$ cat config.mk
export PLATFORM = sky130hd
export DESIGN_NAME = vga_timing_generator
export DESIGN_NICKNAME = d
export VERILOG_FILES = /design/src/rtl/vga_timing_generator.sv
export SDC_FILE = /design/constraint.sdc
export NUM_CORES = 1
export LEC_CHECK = 0
export ABC_CLOCK_PERIOD_IN_PS = 2150
export CAP_MARGIN = 30
export CORE_MARGIN = 2
export CORE_UTILIZATION = 55
export DETAILED_ROUTE_END_ITERATION = 6
export DONT_BUFFER_PORTS = 1
export PLACE_DENSITY = 0.7
export SLEW_MARGIN = 10
export SYNTH_ARGS = -nofsm -noshare
export SYNTH_HDL_FRONTEND = slang
export SYNTH_SLANG_ARGS = --single-unit
$ cat constraint.sdc
create_clock -name i_clk -period 2.15 [get_ports i_clk]
set_input_delay 0.1075 -clock i_clk [delete_from_list [all_inputs] [get_ports i_clk]]
set_output_delay 0.1075 -clock i_clk [all_outputs]
set_load 0.05 [all_outputs]
$ cat src/rtl/vga_timing_generator.sv
// Raster timing generator: pixel position, visible/blank flags, sync pulses, line/frame start strobes.
// Zero latency: every output decodes the current counters; i_pixel_en gates the advance (no backpressure).
// Optional: define VGA_TIMING_LOOKAHEAD_EN to add o_next_x/o_next_y/o_next_visible for one-cycle-latency renderers.
module vga_timing_generator #(
    parameter int H_VISIBLE = 640,
    parameter int H_FRONT   = 16,
    parameter int H_SYNC    = 96,
    parameter int H_BACK    = 48,
    parameter int V_VISIBLE = 480,
    parameter int V_FRONT   = 10,
    parameter int V_SYNC    = 2,
    parameter int V_BACK    = 33,
    parameter bit HSYNC_POL = 1'b0,
    parameter bit VSYNC_POL = 1'b0,
    parameter int BIT_DEPTH = 11
) (
    input  logic                 i_clk,
    input  logic                 i_reset,
    input  logic                 i_pixel_en,
    output logic [BIT_DEPTH-1:0] o_x,
    output logic [BIT_DEPTH-1:0] o_y,
    output logic                 o_visible,
    output logic                 o_hsync,
    output logic                 o_vsync,
    output logic                 o_vblank,
    output logic                 o_line_start,
`ifdef VGA_TIMING_LOOKAHEAD_EN
    output logic [BIT_DEPTH-1:0] o_next_x,
    output logic [BIT_DEPTH-1:0] o_next_y,
    output logic                 o_next_visible,
`endif
    output logic                 o_frame_start
);
    localparam int H_TOTAL = H_VISIBLE + H_FRONT + H_SYNC + H_BACK;
    localparam int V_TOTAL = V_VISIBLE + V_FRONT + V_SYNC + V_BACK;

    localparam logic [BIT_DEPTH-1:0] H_LAST       = BIT_DEPTH'(H_TOTAL - 1);
    localparam logic [BIT_DEPTH-1:0] V_LAST       = BIT_DEPTH'(V_TOTAL - 1);
    localparam logic [BIT_DEPTH-1:0] H_VIS        = BIT_DEPTH'(H_VISIBLE);
    localparam logic [BIT_DEPTH-1:0] V_VIS        = BIT_DEPTH'(V_VISIBLE);
    localparam logic [BIT_DEPTH-1:0] H_SYNC_FIRST = BIT_DEPTH'(H_VISIBLE + H_FRONT);
    localparam logic [BIT_DEPTH-1:0] H_SYNC_LAST  = BIT_DEPTH'(H_VISIBLE + H_FRONT + H_SYNC - 1);
    localparam logic [BIT_DEPTH-1:0] V_SYNC_FIRST = BIT_DEPTH'(V_VISIBLE + V_FRONT);
    localparam logic [BIT_DEPTH-1:0] V_SYNC_LAST  = BIT_DEPTH'(V_VISIBLE + V_FRONT + V_SYNC - 1);

    // Sync ranges are compared inclusively so a zero back porch at full counter range cannot wrap to 0.
    if (H_TOTAL > (1 << BIT_DEPTH) || V_TOTAL > (1 << BIT_DEPTH)) begin : g_bad_params
        $error("vga_timing_generator: H_TOTAL/V_TOTAL do not fit in BIT_DEPTH bits");
    end

    logic [BIT_DEPTH-1:0] r_x;
    logic [BIT_DEPTH-1:0] r_y;
    logic [BIT_DEPTH-1:0] next_x;
    logic [BIT_DEPTH-1:0] next_y;
    logic                 in_hsync;
    logic                 in_vsync;

    always_comb begin
        next_x = r_x + BIT_DEPTH'(1);
        next_y = r_y;
        if (r_x == H_LAST) begin
            next_x = '0;
            next_y = (r_y == V_LAST) ? '0 : r_y + BIT_DEPTH'(1);
        end
    end

    always_ff @(posedge i_clk or posedge i_reset) begin
        if (i_reset) begin
            r_x <= '0;
            r_y <= '0;
        end else if (i_pixel_en) begin
            r_x <= next_x;
            r_y <= next_y;
        end
    end

    assign in_hsync = (r_x >= H_SYNC_FIRST) && (r_x <= H_SYNC_LAST);
    assign in_vsync = (r_y >= V_SYNC_FIRST) && (r_y <= V_SYNC_LAST);

    assign o_x           = r_x;
    assign o_y           = r_y;
    assign o_visible     = (r_x < H_VIS) && (r_y < V_VIS);
    assign o_vblank      = (r_y >= V_VIS);
    assign o_hsync       = in_hsync ? HSYNC_POL : ~HSYNC_POL;
    assign o_vsync       = in_vsync ? VSYNC_POL : ~VSYNC_POL;
    // Gating with i_pixel_en keeps the strobes one clock wide under a divided pixel rate.
    assign o_line_start  = i_pixel_en && (r_x == '0) && !i_reset;
    assign o_frame_start = o_line_start && (r_y == '0);

`ifdef VGA_TIMING_LOOKAHEAD_EN
    assign o_next_x       = next_x;
    assign o_next_y       = next_y;
    assign o_next_visible = (next_x < H_VIS) && (next_y < V_VIS);
`endif
endmodule

==> results.ini, run 1 <==
[layout]
final_core_util_pct = 73.58
syn_to_final_growth_pct = 24.98
antennaDiodeCount = 0
drive_gt1_share_pct = 30.99
nets = 180

[logic_synthesis]
synth_edf_count = 0
seq_area_frac_synth_pct = 41.47
synth_most_common_cell = dfrtp_1
synth_area_sq_um = 1328
async_flop_share_pct = 100.0
avgSynthCellArea_sq_um = 9.551
ys_types = 36
ys_warn_count = 0
synth-seq-cells = 22
syn_nets = 147
yosys.area.top_type = dfrtp_1
synth_top_area_share_pct = 41.47
synth_flop_cell = dfrtp_1
netlist_instances = 139
netlist_top_cells_count = 22 x dfrtp_1, 14 x nor2_1, 12 x nand2_1
ys_top_cells_by_area = dfrtp_1 41%, ha_1 4.7%, xor2_1 4.6%, nor2_1 4.0%, xnor2_1 4.0%

[floorplan]
rows = 17
core_sq_um = 2255
die_h_um = 53.13
io-pin-count = 31
dieArea_sq_um = 2823
initial_core_util_pct = 58.88
die_x_um = 53.13

[pwr]
power-per-cell-area_nw_per_um2 = 736.6
leakagePower_uw = 0.0007560
ir_drop_uv = 752.9

[global_routing]
antenna_found_initial = 0
grt_pass1_wl_um = 5140
grt_remaining_overflow = 0
grt_max_degree = 23
grt_pass1_vias = 1133
gr-usage-all-layers_pct = 25.09

[outcome]
status = finished, final reports clean

[clock_network]
clk_pin_slew_ns = 0.12
cts_tree = built
h-tree-depth = 1
cts.root.buffer_cell = clkbuf_4
cts_sinks = 22
clk_latency_ns = 0.30
numCtsBuffers = 3
clockBufferDepth = 2

[setup_path]
crit_fanout = 7
path_class = register to output port
cp.arrival_ns = 1.95
worstSetupStartpointType = register
cp-end-kind = output port
cp.required_ns = 2.04

[timing]
fin_crit_sh_pct = 95.58
layout_setup_ws_ns = 0.09493
drv_slew = 0
worstMarginPinSlew_ns = 0.8235
tns_ns = 0
finalCriticalPeriod_ns = 2.055
max_freq_ghz = 0.4866
relSlewSlack_pct = 45.04
finClkSkew_ns = 0.005865
hold_violations = 0
setup_viol = 0

[route]
viasPerCell = 6.151
dr.pass1.iters = 4
num_vias = 1224
wl_per_cell_um = 16.22
dr.first_iter.drc_count = 42
drt-total-wl_um = 3228
final_antenna_net_count = 0
drc_errors = 0

[run]
max-cap-violations = 0

[place]
gp_routability_congestion = 0.8694
dp_hpwl_um = 2402
preCtsSetupSlack_ns = 0.2595
port-buffer-count = 0

[hold_path]
hp-class = input pin to register

-- power by group --
group	switching, uW	total, uW	internal, uW	leakage, uW
combinational	339	495	156	0.000465
clock	119	191	72.2	0.0000150
sequential	68.0	537	469	0.000276
-- critical path: stages, from the launching register on --
cell and delay, ns:
dfrtp_2 0.48, nor4_2 0.27, nand4_1 0.18, nor3_4 0.25, nor4b_4 0.28, buf_12 0.18
-- layout by cell type, fill, tap and decap left out, types with 2 or more instances in the layout --
master,Yosys,final
and3_2,2,2
and4_1,3,3
buf_4,0,29
clkbuf_4,0,3
dfrtp_1,22,17
dfrtp_2,0,5
dlygate4sd3_1,0,2
ha_1,5,5
inv_1,7,5
inv_2,0,2
nand2_1,12,12
nand3_1,8,8
nand4_1,8,8
nor2_1,14,14
nor2b_1,2,2
nor3_1,6,4
nor3_2,1,2
nor4_1,3,2
o211ai_1,2,2
o21ai_0,6,6
o31ai_1,3,2
or3_1,2,2
xnor2_1,6,6
xor2_1,7,7
-- flip-flops by register name, summed over array words and instances (netlist names) --
name	count
o_x	11
o_y	11
-- logic make-up (layout without fill, tap and decap cells) --
family                   Yosys count  count (layout)  share of synthesized area (%)
flip-flops                        22              22                          41.47
AO/OA/AOI/OAI                     17              17                          8.578
XOR/XNOR                          13              13                          8.577
AND/OR/NAND/NOR                   68              68                          29.12
adder cells (fa/ha/maj)            5               5                          4.713
multiplexers                       1               1                         0.8482
buffers and inverters             13              45                          6.691
-- stage by stage --
stage / area [sq um] / power [uW] / std cells / hold WS, ns
detailed placement: 1570 / 976.7 / 190 / 0.2091
CTS: 1617 / 1169 / 196 / 0.02564
floorplan: 1368 / 896.1 / 139 / 0.09652
global placement: 1570 / 966.0 / 190 / 0.2019
global route: 1659 / 1278 / 199 / 0.03871
finish: 1659 / 1222 / 199 / 0.03214
-- per-layer routing --
metal  up-vias  GRT usage (%)  share of wire, %
met1       589          32.97                44
met4         0          9.402               1.6
met3         6          3.955               6.7
li1        566              -                 -
met2        63          41.46                48
met5         -              0                 0
-- path summary, 6_finish.rpt --
kind / from / endpoint / slack, ns / depth (start not counted)
max: o_x[3]$_DFFE_PP0P_ / o_frame_start / 0.09 / 5
max in group asynchronous: i_reset / o_x[5]$_DFFE_PP0P_ / 1.19 / 2
min: i_pixel_en / o_x[0]$_DFFE_PP0P_ / 0.03 / 2
max reg2reg: o_x[1]$_DFFE_PP0P_ / o_y[9]$_DFFE_PP0P_ / 0.15 / 6
min reg2reg: o_x[7]$_DFFE_PP0P_ / o_x[7]$_DFFE_PP0P_ / 0.62 / 1
min in group asynchronous: i_reset / o_x[4]$_DFFE_PP0P_ / 0.39 / 2
-- timing repair --
action                                  4_1_cts  5_1_grt
buffers inserted                              0        3
resized for setup                             0        8
hold buffers                                  2        0
endpoints found under the setup margin        0        1
endpoints found under the hold margin        25        0
-- cell type report --
class / count / area (sq um)
clock buffer: 4 / 26.28
fill: 161 / 595.6
inverter: 7 / 26.28
multi-input combinational: 104 / 730.7
sequential: 22 / 556.8
tap: 28 / 35.03
timing repair buffer: 34 / 284.0
No activity file was read; power rests on OpenSTA's default activity.
==> run 2: changes to the inputs <==
--- a/config.mk
+++ b/config.mk
@@ -8,10 +8,10 @@
 export ABC_CLOCK_PERIOD_IN_PS = 2150
 export CAP_MARGIN = 30
 export CORE_MARGIN = 2
-export CORE_UTILIZATION = 55
+export CORE_UTILIZATION = 61
 export DETAILED_ROUTE_END_ITERATION = 6
 export DONT_BUFFER_PORTS = 1
-export PLACE_DENSITY = 0.7
+export PLACE_DENSITY = 0.77
 export SLEW_MARGIN = 10
 export SYNTH_ARGS = -nofsm -noshare
 export SYNTH_HDL_FRONTEND = slang
==> run 2 against run 1 <==
Non-clock buffer count is 3 lower. Sequential power is 1% lower. Global-route usage is 3.0 points higher. Routed wire length is 2.5% lower. Worst hold slack better by 0.028 ns. Highest routed layer unchanged. Largest cell class unchanged. Count of clock-buffer cells in the layout stayed put. Critical path depth stayed put. Clock skew is 0.0023 ns lower.
==> results.ini, run 2 (same netlist as run 1, synthesis figures left out) <==
[layout]
syn_to_final_growth_pct = 22.53
final_cell_mix = 26 x buf_4, 16 x dfrtp_1, 14 x nor2_1
nets = 177  ; -1.7%
antennaDiodeCount = 0  ; unchanged
drive_gt1_share_pct = 29.76  ; -1.2 points
layout.cells.most_common = buf_4
fin_area_sq_um = 1627  ; -2.0%

[clock_network]
cts_tree = built
cts.root.buffer_cell = clkbuf_4
cts_sinks = 22  ; unchanged
h-tree-depth = 1  ; unchanged
clk_latency_ns = 0.31  ; about the same
clockBufferDepth = 2  ; unchanged
clk_pin_slew_ns = 0.11  ; about the same
numCtsBuffers = 3  ; unchanged

[setup_path]
critPathTopFamily = simple AND/OR/NAND/NOR gates
worstSetupStartpointType = register
reg2reg_slack_ns = 0.19  ; +0.04 ns
rr_worst_depth = 5  ; -1
timing.critical_path.buf_inv = 1  ; unchanged
cp.required_ns = 2.04  ; about the same
reg2reg_from = o_x[0]$_DFFE_PP0P_
crit_slowest_cell = dfrtp_2
slowest_delay_ns = 0.48  ; about the same
cp_cell_sequence = nor4_1, nand4_1, nor3_4, nor4b_4, buf_12
path_class = register to output port
cp-end-kind = output port
crit_fanout = 7  ; unchanged
r2r_end = o_y[9]$_DFFE_PP0P_
cp.arrival_ns = 1.98  ; +0.03 ns

[place]
gp_routability_congestion = 0.8190  ; -5.8%
dp_hpwl_um = 2385  ; -0.72%
port-buffer-count = 0  ; unchanged
dpl_cell_area_sq_um = 1562  ; -0.56%
preCtsSetupSlack_ns = 0.2459  ; -0.01354 ns

[timing]
max_freq_ghz = 0.4801  ; -1.3%
drv_slew = 0  ; unchanged
relSlewSlack_pct = 45.37  ; +0.33 points
tns_ns = 0  ; unchanged
setup_viol = 0  ; unchanged
finClkSkew_ns = 0.003520  ; -0.002345 ns
rsz0062_at_grt = yes
layout_setup_ws_ns = 0.06708  ; -0.02785 ns
finalCriticalPeriod_ns = 2.083  ; +0.02785 ns
worstMarginPinSlew_ns = 0.8185  ; -0.005005 ns
hold_violations = 0  ; unchanged
fin_crit_sh_pct = 96.88  ; +1.3 points

[floorplan]
io-pin-count = 31  ; unchanged
die_h_um = 50.65  ; -4.7%
die_x_um = 50.65  ; -4.7%
rows = 16  ; -1
initial_core_util_pct = 66.31  ; +7.4 points
dieArea_sq_um = 2565  ; -9.1%
core_sq_um = 2002  ; -11%

[route]
wl_per_cell_um = 16.14  ; -0.48%
dr.first_iter.drc_count = 33  ; -21%
drc_errors = 0  ; unchanged
dr.pass1.iters = 4  ; unchanged
final_antenna_net_count = 0  ; unchanged
drt-total-wl_um = 3148  ; -2.5%
num_vias = 1202  ; -1.8%
viasPerCell = 6.164  ; +0.22%

[global_routing]
antenna_found_initial = 0  ; unchanged
grt_max_degree = 23  ; unchanged
grt_pass1_wl_um = 5471  ; +6.4%
gr-usage-all-layers_pct = 28.11  ; +3.0 points
grt_pass1_vias = 1210  ; +6.8%
grt_remaining_overflow = 0  ; unchanged

[hold_path]
hp-start = i_pixel_en
min_to = o_x[3]$_DFFE_PP0P_
hp-class = input pin to register
min_path_cells = 3  ; +1

[run]
max-cap-violations = 0  ; unchanged

[pwr]
ir_drop_uv = 905.9  ; +20%
totalPowerFinal_uw = 1199  ; -1.9%
power-per-cell-area_nw_per_um2 = 737.1  ; about the same
leakagePower_uw = 0.0007370  ; -2.5%

[outcome]
status = finished, final reports clean

-- run 2: cell types whose count changed in the layout (fill, tap and decap cells not counted), sizes merged --
cell  previous run  this run
buf             32        29
-- run 2: power by group --
part	total (uW)	internal [uW]	leakage, uW	switching [uW]
Combinational	472	136	0.000448	335
Clock	198	72.7	0.0000150	125
Sequential	530	468	0.000274	61.1
Total	1200	677	0.000737	522
-- run 2: worst min-delay path: stages --
cell	delay (ns)
nand4_1	0.08
xor2_1	0.07
nor2_1	0.08
-- run 2: how the worst max path moves through the flow --
| stage | from | to | slack (ns) | cells past startpoint |
|---|---|---|---|---|
| global route | o_x[0]$_DFFE_PP0P_ | o_frame_start | -0.04 | 7 |
| CTS | o_y[10]$_DFFE_PP0P_ | o_vsync | 0.02 | 4 |
| finish | o_x[3]$_DFFE_PP0P_ | o_frame_start | 0.07 | 5 |
| global placement | o_x[5]$_DFFE_PP0P_ | o_y[9]$_DFFE_PP0P_ | 0.29 | 4 |
| detailed placement | o_x[5]$_DFFE_PP0P_ | o_y[9]$_DFFE_PP0P_ | 0.25 | 4 |
| floorplan | o_x[2]$_DFFE_PP0P_ | o_frame_start | -0.30 | 5 |
-- run 2: timing repair --
| item | CTS | global route |
|---|---|---|
| hold buffers | 2 | 0 |
| endpoints found under the setup margin | 0 | 2 |
| endpoints found under the hold margin | 25 | 0 |
| resized for setup | 0 | 7 |
| setup buffers | 0 | 1 |
-- run 2: final cells by class --
class,instances,area [sq um]
inverter,7,26.28
multi-input combinational,104,724.4
timing repair buffer,31,257.7
sequential,22,558.0
fill,136,375.4
tap,27,33.78
clock buffer,4,26.28
-- run 2: metal layers --
| metal | GRT usage (%) | routed length (um) |
|---|---|---|
| met2 | 48.03 | 1530 |
| met5 | 0 | 0 |
| met4 | 11.26 | 52 |
| met3 | 3.869 | 218 |
| met1 | 35.77 | 1346 |
-- run 2: stage by stage --
step           std cells  util, %  hold WS, ns
6_report             195    81.25      0.06010
5_1_grt              195    81.25      0.06707
4_1_cts              194    80.31      0.04004
3_5_place_dp         188    78.00       0.1973
3_3_place_gp         188    78.00       0.1963
2_1_floorplan        139        -      0.09652
==> run 3: changes to the inputs <==
--- a/config.mk
+++ b/config.mk
@@ -11,6 +11,7 @@
 export CORE_UTILIZATION = 61
 export DETAILED_ROUTE_END_ITERATION = 6
 export DONT_BUFFER_PORTS = 1
+export HOLD_SLACK_MARGIN = 0.12
 export PLACE_DENSITY = 0.77
 export SLEW_MARGIN = 10
 export SYNTH_ARGS = -nofsm -noshare
==> run 3 against run 2 <==
Sequential cell count stayed put. Routed wire length down 1.6%. Sequential share of layout area unchanged. Die area unchanged. Critical path depth unchanged. Clock skew decreased by 0.00094 ns. Non-clock buffer count unchanged. Worst setup slack about the same. Critical endpoint unchanged. Via count hardly changed. Final cell count is the same. Highest routed layer unchanged.
==> results.ini, run 3 (same netlist as run 1, synthesis figures left out) <==
[outcome]
status = finished, final reports clean

[timing]
finalCriticalPeriod_ns = 2.083  ; -0.0002731 ns
max_freq_ghz = 0.4802  ; about the same
fin_crit_sh_pct = 96.87  ; about the same
drv_slew = 0  ; unchanged
rsz0062_at_grt = yes
worstMarginPinSlew_ns = 0.8112  ; -0.007291 ns
tns_ns = 0  ; unchanged
hold_violations = 0  ; unchanged
setup_viol = 0  ; unchanged
finClkSkew_ns = 0.002582  ; -0.0009379 ns
relSlewSlack_pct = 45.86  ; +0.49 points

[global_routing]
grt_remaining_overflow = 0  ; unchanged
grt_max_degree = 23  ; unchanged
grt_pass1_vias = 1220  ; +0.83%
gr-usage-all-layers_pct = 27.98  ; -0.13 points
grt_pass1_wl_um = 5457  ; -0.26%
antenna_found_initial = 0  ; unchanged

[setup_path]
cp_cell_sequence = nor4_1, nand4_1, nor3_4, nor4b_4, buf_12
path_depth = 5  ; unchanged
timing.critical_path.buf_inv = 1  ; unchanged
critPathTopFamily = simple AND/OR/NAND/NOR gates
cp.required_ns = 2.04  ; about the same
path_class = register to output port
slowest_delay_ns = 0.47  ; about the same
crit_fanout = 7  ; unchanged
cp.arrival_ns = 1.98  ; about the same
cp-end-kind = output port
worstSetupStartpointType = register
rr_worst_depth = 5  ; unchanged
crit_slowest_cell = dfrtp_2

[pwr]
power-per-cell-area_nw_per_um2 = 737.0  ; about the same
ir_drop_uv = 905.2  ; about the same
leakagePower_uw = 0.0007370  ; unchanged

[floorplan]
die_x_um = 50.65  ; unchanged
io-pin-count = 31  ; unchanged
die_h_um = 50.65  ; unchanged
rows = 16  ; unchanged
initial_core_util_pct = 66.31  ; unchanged
dieArea_sq_um = 2565  ; unchanged
core_sq_um = 2002  ; unchanged

[clock_network]
clockBufferDepth = 2  ; unchanged
cts_sinks = 22  ; unchanged
cts.root.buffer_cell = clkbuf_4
clk_pin_slew_ns = 0.12  ; about the same
numCtsBuffers = 3  ; unchanged
h-tree-depth = 1  ; unchanged
cts_tree = built
clk_latency_ns = 0.31  ; about the same

[route]
num_vias = 1203  ; +0.083%
drt-total-wl_um = 3099  ; -1.6%
dr.pass1.iters = 4  ; unchanged
viasPerCell = 6.169  ; about the same
dr.first_iter.drc_count = 34  ; +3.0%
wl_per_cell_um = 15.89  ; -1.6%
final_antenna_net_count = 0  ; unchanged
drc_errors = 0  ; unchanged

[run]
max-cap-violations = 0  ; unchanged

[layout]
antennaDiodeCount = 0  ; unchanged
layout.cells.most_common = buf_4
syn_to_final_growth_pct = 22.53  ; unchanged
drive_gt1_share_pct = 29.76  ; unchanged
final_cell_mix = 26 x buf_4, 16 x dfrtp_1, 14 x nor2_1
nets = 177  ; unchanged
fin_cells = 195  ; unchanged

[hold_path]
min_path_cells = 4  ; +1
hp-class = input pin to register

[place]
port-buffer-count = 0  ; unchanged
dp_hpwl_um = 2385  ; unchanged
gp_routability_congestion = 0.8190  ; unchanged
placed_cells = 188  ; unchanged

[run 3: cell counts in the layout (fill, tap and decap cells not counted)]
No cell type changed its count.
[run 3: final timing paths]
check                           slack, ns          startpoint                  end
worst max-delay path                 0.07  o_x[3]$_DFFE_PP0P_        o_frame_start
worst min-delay path                 0.12          i_pixel_en   o_x[9]$_DFFE_PP0P_
worst max register to register       0.21  o_x[0]$_DFFE_PP0P_   o_y[9]$_DFFE_PP0P_
worst min register to register       0.54  o_y[8]$_DFFE_PP0P_   o_y[8]$_DFFE_PP0P_
max in group asynchronous            1.21             i_reset  o_y[10]$_DFFE_PP0P_
min in group asynchronous            0.38             i_reset   o_x[4]$_DFFE_PP0P_
[run 3: area by class of cell]
class / instances / area [sq um]
multi-input combinational: 104 / 724.4
sequential: 22 / 558.0
fill: 136 / 375.4
timing repair buffer: 31 / 257.7
tap: 27 / 33.78
clock buffer: 4 / 26.28
inverter: 7 / 26.28
[run 3: power breakdown]
group	internal, uW	switching (uW)	total, uW
sequential	468	60.1	529
combinational	136	335	471
clock	72.7	126	199
total	677	522	1200
[run 3: tightest hold or removal path, delay by kind of cell]
family	cells	cell delay, ns
xor+xnor	1	0.14
simple gates	3	0.16
[run 3: metal layers]
layer | GRT usage [%] | up-vias | routed length (um)
li1 | - | 560 | -
met1 | 34.81 | 574 | 1295
met2 | 48.68 | 62 | 1521
met3 | 3.869 | 7 | 224
met4 | 11.26 | 0 | 58
met5 | 0 | - | 0
[run 3: what timing repair did]
action	in CTS	in global routing
buffers inserted	0	1
endpoints found under the hold margin	27	0
resized for setup	0	7
endpoints found under the setup margin	0	2
hold buffers	2	0
[run 3: metrics by stage]
step                      total power (uW)  instance area (sq um)  setup WS (ns)  util (%)  hold WS (ns)
after CTS                             1175                   1608        0.02392     80.31        0.1224
after floorplan                      896.1                   1368        -0.3024         -       0.09652
after global routing                  1253                   1627       -0.03652     81.25        0.1722
after detailed placement             978.6                   1562         0.2459     78.00        0.1973
after global placement               967.0                   1562         0.2941     78.00        0.1963
final                                 1199                   1627        0.06736     81.25        0.1196
